==> src/rtl/spi_xfer_ctrl.sv <==
// SPI transfer controller: TX prefetch FIFO feeding an SPI master, optional RX FIFO (SPI_XFER_CTRL_RX_EN).
// Latency: spi_tx_data is valid the cycle after spi_read; spi_start fires 2 cycles after the TX level is met.
module spi_xfer_ctrl #(
  parameter int DEPTH = 16
) (
  input  logic                     clk,
  input  logic                     rst_n,
  input  logic                     cmd_go,
  input  logic [7:0]               cmd_len,
  input  logic [23:0]              cmd_ss_mask,
  output logic                     cmd_ready,
  output logic                     done,
  output logic                     tx_underrun,
  output logic                     rx_overflow,
  input  logic                     tx_wr_en,
  input  logic [7:0]               tx_wr_data,
  output logic                     tx_full,
  output logic [$clog2(DEPTH):0]   tx_level,
  input  logic                     rx_rd_en,
  output logic [7:0]               rx_rd_data,
  output logic                     rx_empty,
  output logic [$clog2(DEPTH):0]   rx_level,
  output logic                     spi_start,
  output logic [7:0]               spi_trans_len,
  output logic [23:0]              spi_ss_mask,
  input  logic                     spi_busy,
  input  logic                     spi_read,
  output logic [7:0]               spi_tx_data,
  input  logic                     spi_valid,
  input  logic [7:0]               spi_rx_data
);
  localparam int AW = $clog2(DEPTH);
  localparam int LW = AW + 1;

  typedef enum logic [2:0] {S_IDLE, S_PREFETCH, S_START, S_RUN, S_DONE} state_t;

  state_t         state_q, state_d;
  logic           seen_busy_q, seen_busy_d;
  logic [7:0]     len_q;
  logic [23:0]    mask_q;
  logic           go_acc;

  logic [7:0]     tx_mem [DEPTH];
  logic [AW-1:0]  tx_wp_q, tx_rp_q;
  logic [LW-1:0]  tx_cnt_q;
  logic [7:0]     tx_dat_q;
  logic           tx_unr_q;
  logic           tx_push, tx_pop, tx_empty;
  logic [8:0]     len_p1, need, tx_lvl9;

  assign go_acc        = cmd_go && (state_q == S_IDLE);
  assign cmd_ready     = (state_q == S_IDLE);
  assign spi_start     = (state_q == S_START);
  assign done          = (state_q == S_DONE);
  assign spi_trans_len = len_q;
  assign spi_ss_mask   = mask_q;

  assign tx_full     = (tx_cnt_q == LW'(DEPTH));
  assign tx_empty    = (tx_cnt_q == '0);
  assign tx_level    = tx_cnt_q;
  assign tx_push     = tx_wr_en & ~tx_full;
  assign tx_pop      = spi_read & ~tx_empty;
  assign spi_tx_data = tx_dat_q;
  assign tx_underrun = tx_unr_q;

  // Long transfers only need a full FIFO before starting; the host streams the rest.
  assign len_p1  = {1'b0, len_q} + 9'd1;
  assign need    = (len_p1 > 9'(DEPTH)) ? 9'(DEPTH) : len_p1;
  assign tx_lvl9 = 9'(tx_cnt_q);

  always_comb begin
    state_d     = state_q;
    seen_busy_d = seen_busy_q;
    case (state_q)
      S_IDLE:     if (cmd_go) state_d = S_PREFETCH;
      S_PREFETCH: if (tx_lvl9 >= need) state_d = S_START;
      S_START: begin
        seen_busy_d = 1'b0;
        state_d     = S_RUN;
      end
      S_RUN: begin
        if (spi_busy) seen_busy_d = 1'b1;
        if (seen_busy_q && !spi_busy) state_d = S_DONE;
      end
      S_DONE:     state_d = S_IDLE;
      default:    state_d = S_IDLE;
    endcase
  end

  always_ff @(posedge clk or negedge rst_n) begin
    if (!rst_n) begin
      state_q     <= S_IDLE;
      seen_busy_q <= 1'b0;
      len_q       <= '0;
      mask_q      <= '0;
    end else begin
      state_q     <= state_d;
      seen_busy_q <= seen_busy_d;
      if (go_acc) begin
        len_q  <= cmd_len;
        mask_q <= cmd_ss_mask;
      end
    end
  end

  always_ff @(posedge clk) begin
    if (tx_push) tx_mem[tx_wp_q] <= tx_wr_data;
  end

  always_ff @(posedge clk or negedge rst_n) begin
    if (!rst_n) begin
      tx_wp_q  <= '0;
      tx_rp_q  <= '0;
      tx_cnt_q <= '0;
      tx_dat_q <= '0;
      tx_unr_q <= 1'b0;
    end else begin
      if (tx_push) tx_wp_q <= tx_wp_q + 1'b1;
      if (tx_pop)  tx_rp_q <= tx_rp_q + 1'b1;
      tx_cnt_q <= tx_cnt_q + LW'(tx_push) - LW'(tx_pop);
      if (go_acc) tx_unr_q <= 1'b0;
      // Underrun wins over the clear; a same-cycle write into empty is still stored.
      if (spi_read) begin
        tx_dat_q <= tx_empty ? 8'h00 : tx_mem[tx_rp_q];
        if (tx_empty) tx_unr_q <= 1'b1;
      end
    end
  end

`ifdef SPI_XFER_CTRL_RX_EN
  logic [7:0]     rx_mem [DEPTH];
  logic [AW-1:0]  rx_wp_q, rx_rp_q;
  logic [LW-1:0]  rx_cnt_q;
  logic           rx_ovf_q, rx_full, rx_push, rx_pop;

  assign rx_full     = (rx_cnt_q == LW'(DEPTH));
  assign rx_empty    = (rx_cnt_q == '0);
  assign rx_level    = rx_cnt_q;
  assign rx_push     = spi_valid & ~rx_full;
  assign rx_pop      = rx_rd_en & ~rx_empty;
  assign rx_rd_data  = rx_mem[rx_rp_q];
  assign rx_overflow = rx_ovf_q;

  always_ff @(posedge clk) begin
    if (rx_push) rx_mem[rx_wp_q] <= spi_rx_data;
  end

  always_ff @(posedge clk or negedge rst_n) begin
    if (!rst_n) begin
      rx_wp_q  <= '0;
      rx_rp_q  <= '0;
      rx_cnt_q <= '0;
      rx_ovf_q <= 1'b0;
    end else begin
      if (rx_push) rx_wp_q <= rx_wp_q + 1'b1;
      if (rx_pop)  rx_rp_q <= rx_rp_q + 1'b1;
      rx_cnt_q <= rx_cnt_q + LW'(rx_push) - LW'(rx_pop);
      if (go_acc) rx_ovf_q <= 1'b0;
      if (spi_valid && rx_full) rx_ovf_q <= 1'b1;
    end
  end
`else
  logic unused_rx;
  assign unused_rx   = ^{spi_valid, spi_rx_data, rx_rd_en};
  assign rx_rd_data  = 8'h00;
  assign rx_empty    = 1'b1;
  assign rx_level    = '0;
  assign rx_overflow = 1'b0;
`endif

endmodule

==> config.mk <==
export PLATFORM = sky130hd
export DESIGN_NAME = spi_xfer_ctrl
export DESIGN_NICKNAME = d
export VERILOG_FILES = /design/src/rtl/spi_xfer_ctrl.sv
export SDC_FILE = /design/constraint.sdc
export NUM_CORES = 1
export LEC_CHECK = 0
export BUFFER_PORTS_ARGS = -buffer_cell sky130_fd_sc_hd__buf_4
export CORE_UTILIZATION = 61
export DETAILED_ROUTE_END_ITERATION = 8
export GPL_TIMING_DRIVEN = 0
export PLACE_DENSITY = 0.9
export SLEW_MARGIN = 20
export SYNTH_ARGS = -nofsm -noshare
export SYNTH_HDL_FRONTEND = slang
export SYNTH_SLANG_ARGS = --single-unit
export TNS_END_PERCENT = 1
==> constraint.sdc <==
create_clock -name clk -period 4.77 [get_ports clk]
set_input_delay 0.477 -clock clk [delete_from_list [all_inputs] [get_ports clk]]
set_output_delay 0.477 -clock clk [all_outputs]
set_load 0.01 [all_outputs]
==> run metrics <==
Std-Cell Rows 41; cts repair resizes 0; Pre-antenna DRT Iters 4; global placement routability congestion 0.7983; Buf/Inv on CP 5; placed insts 741; total gr overflow 0; worst clock skew 0.007409 ns; crit path launch type flip-flop; most common cell after layout, fill and taps aside edfxtp_1; die area 0.01332 mm2; Cells after Synth 458; Sw Pwr 1.872 mW; FFs w/ async S/R, synth 0.3118; Worst Reg-to-Reg Cells 15; Post-synth EDFFs 128; first-pass GRT wire length 24,780 um; Layout Utilization 0.7516; CTS Hold Buffers Added 0; flops & latches, synth 186; worst-skew pair later-pin latency 0.43 ns; fillcell total 713; maximum vdd ir drop 0.3210 mV; multi-input logic area 0.002278 mm2; clock sinks 186; die height 115.4 um; register area 0.005295 mm2; DR vias/cell 5.759; DRC 0; Post-CTS Setup Bufs 0; Slew headroom 0.3926; R2R setup slack 1.95 ns; P_leak 3.721 nW; area grow syn2layout 20.40%; Final #Nets 663; TNS Setup 0 ns; CTS Buffer Depth 2; WL final 16,410 um; synth warn 0; Final Slew Violations 0; Core Box Area 0.01257 mm2; Fmax achieved 354.3 MHz; worst hold path class input pin to async pin; I/O pin cnt 121; RSZ-0062 raised after global routing false; design internal power 3.990 mW; Antenna Violating Nets Remaining 0; Die X 115.4 um; Crit path max-delay family adder cells; Final Instance Count excl. Fillers 773; syn avg cell area 17.13 um2; Final setup viols 0; post-synthesis sequential area ratio 0.6749; Top Layer Used met4; largest net degree at the start of global routing 59; critical path class flip-flop to flip-flop; switching share of power 0.3193; crit share post-route 0.5918; PwrDens 620.5 mW/mm2; combinational fraction of design power 0.358; Final Hold Fails 0; Worst-path clk slew 0.06 ns; cell mode on critical path inv_1; Crit path required time 5.09 ns; WL/cell 21.22 um; initial antenna violation count 0; Clock Power Share 0.241; RR Endpoint tx_level[4]$_DFF_PN0_; CTS tree yes; CTS Buf Count 17; most frequent cells in the layout edfxtp_1 (128), buf_4 (110), dfrtp_1 (58); worst r2r src tx_level[3]$_DFF_PN0_; Tot Pwr 5.862 mW; max_cap viols 0; layout cells sized above 1 0.3894; number of global-route vias before repair 4,541; metal2 WL 8393 um; critical path's slowest cell dfrtp_1; Antenna Cells 0; post-synth cell types 45; Post-DP HPWL 10,650 um; CP Cell Sequence inv_1 > ha_1 > nor4b_1 > nor2b_1 > buf_2 > ha_1 > inv_1 > ha_1 > inv_1 > fa_1 > inv_1 > a21oi_1 > nor2_1 > nor2_1 > xnor2_1; IO Port Bufs 94; Worst Path Arrival 3.14 ns; Flop pwr share 0.401; H-tree levels 4; met3 WL 1181 um; Starting Density 0.6243; Least-Margin Pin Slew 0.9077 ns; Worst Setup End Kind flip-flop; gr usage total 0.2642; clk root buf clkbuf_16; post-synthesis cell area 0.007846 mm2; fin crit period 2.823 ns; Initial DRC Count 395; vias 4,452; run status finished, final reports clean; Synth Flop Type edfxtp_1; routed length on met1 6495 um; CP Max Fanout 6; Max stage delay on crit path 0.45 ns
-- state kept, by name, indices dropped and copies added (netlist names), 3 cells and up --
name and flops:
tx_wp_q 4, spi_tx_data 8, spi_trans_len 8, tx_level 5
spi_ss_mask 24, state_q 3, tx_rp_q 4, tx_mem 128
-- area by class of cell --
type / instances / area share
Buffer: 36 / 0.02834
Clock buffer: 21 / 0.04662
Clock inverter: 11 / 0.01536
Inverter: 21 / 0.008344
Multi-Input combinational cell: 228 / 0.2412
Sequential cell: 186 / 0.5605
Tap cell: 172 / 0.02278
Timing Repair Buffer: 98 / 0.07682
-- Yosys cell counts, types with 2 or more instances --
cell / count / area, um2
nand2b_1: 10 / 62.56
edfxtp_1: 128 / 3844
a21boi_0: 2 / 15.01
xor2_1: 5 / 43.79
nor4_1: 4 / 25.02
o21ai_0: 3 / 15.01
nand3b_1: 2 / 15.01
a21oi_1: 6 / 30.03
buf_2: 9 / 45.04
buf_6: 8 / 90.09
nand3_1: 3 / 15.01
mux2i_1: 15 / 150.1
nor2_1: 16 / 60.06
mux4_2: 32 / 720.7
inv_1: 20 / 75.07
xnor2_1: 7 / 61.31
and2_1: 10 / 62.56
dfrtp_1: 58 / 1451
o221ai_1: 8 / 70.07
a21o_1: 2 / 15.01
mux2_2: 33 / 371.6
ha_1: 18 / 225.2
clkbuf_1: 2 / 7.510
conb_1: 2 / 7.510
nor3_1: 2 / 10.01
buf_4: 16 / 120.1
nand4_1: 2 / 12.51
nor3b_1: 2 / 15.01
nand2_1: 11 / 41.29
nor2b_1: 3 / 18.77
or3_1: 2 / 12.51
a31oi_1: 4 / 25.02
-- power groups by stage --
stage | Combinational, mW | Clock, mW | Sequential [mW]
3_3_place_gp | 1.97 | 0 | 2.33
6_report | 2.10 | 1.41 | 2.35
3_5_place_dp | 2.08 | 0 | 2.37
4_1_cts | 2.13 | 1.42 | 2.35
5_1_grt | 2.28 | 1.48 | 2.38
2_1_floorplan | 1.28 | 0 | 2.40
-- cells by family (layout without fill, tap and decap cells) --
logic type | Yosys count | count (layout) | share of synthesized area
mux | 80 | 80 | 0.1583
simple gates | 73 | 73 | 0.05151
other cells | 2 | 15 | 0.0009571
compound gates | 29 | 29 | 0.02551
fa+ha+maj | 19 | 19 | 0.03126
xor+xnor | 12 | 12 | 0.01339
flops | 186 | 186 | 0.6749
buf+inv | 57 | 187 | 0.04417
-- through the flow --
| stage | area, um2 | setup WS [ns] | hold slack, ns |
|---|---|---|---|
| 3_3_place_gp | 8816 | 1.722 | 0.4904 |
| 3_5_place_dp | 8861 | 1.956 | 0.4968 |
| 2_1_floorplan | 7895 | 2.237 | 0.1814 |
| 4_1_cts | 9447 | 1.933 | 0.1401 |
| 5_1_grt | 9447 | 1.664 | 0.1697 |
| 6_report | 9447 | 1.947 | 0.1199 |
-- per-layer routing --
| layer | vias to the layer above | track usage |
|---|---|---|
| li1 | 1954 | - |
| met1 | 2261 | 0.3386 |
| met2 | 203 | 0.4395 |
| met3 | 34 | 0.05962 |
| met4 | 0 | 0.1126 |
| met5 | - | 0 |
-- worst reg2reg max path: stages, from the launching register on --
cell	delay, ns
dfrtp_1	0.45
inv_1	0.11
ha_1	0.17
nor4b_1	0.36
nor2b_1	0.09
buf_2	0.19
ha_1	0.28
inv_1	0.06
ha_1	0.15
inv_1	0.06
fa_1	0.40
inv_1	0.07
a21oi_1	0.06
nor2_1	0.10
nor2_1	0.06
xnor2_1	0.11
-- worst max path at each step --
stage               cells past startpoint  slack [ns]                     end                  start
floorplan                              15        2.24   tx_level[4]$_DFF_PN0_  tx_level[3]$_DFF_PN0_
global placement                        7        1.72  tx_mem[2][2]$_DFFE_PP_  tx_level[3]$_DFF_PN0_
detailed placement                     16        1.96   tx_level[4]$_DFF_PN0_  tx_level[3]$_DFF_PN0_
CTS                                    16        1.93   tx_level[4]$_DFF_PN0_  tx_level[3]$_DFF_PN0_
global route                           15        1.66   tx_level[4]$_DFF_PN0_  tx_level[3]$_DFF_PN0_
finish                                 15        1.95   tx_level[4]$_DFF_PN0_  tx_level[3]$_DFF_PN0_
Power figures use the tool's default switching activity.
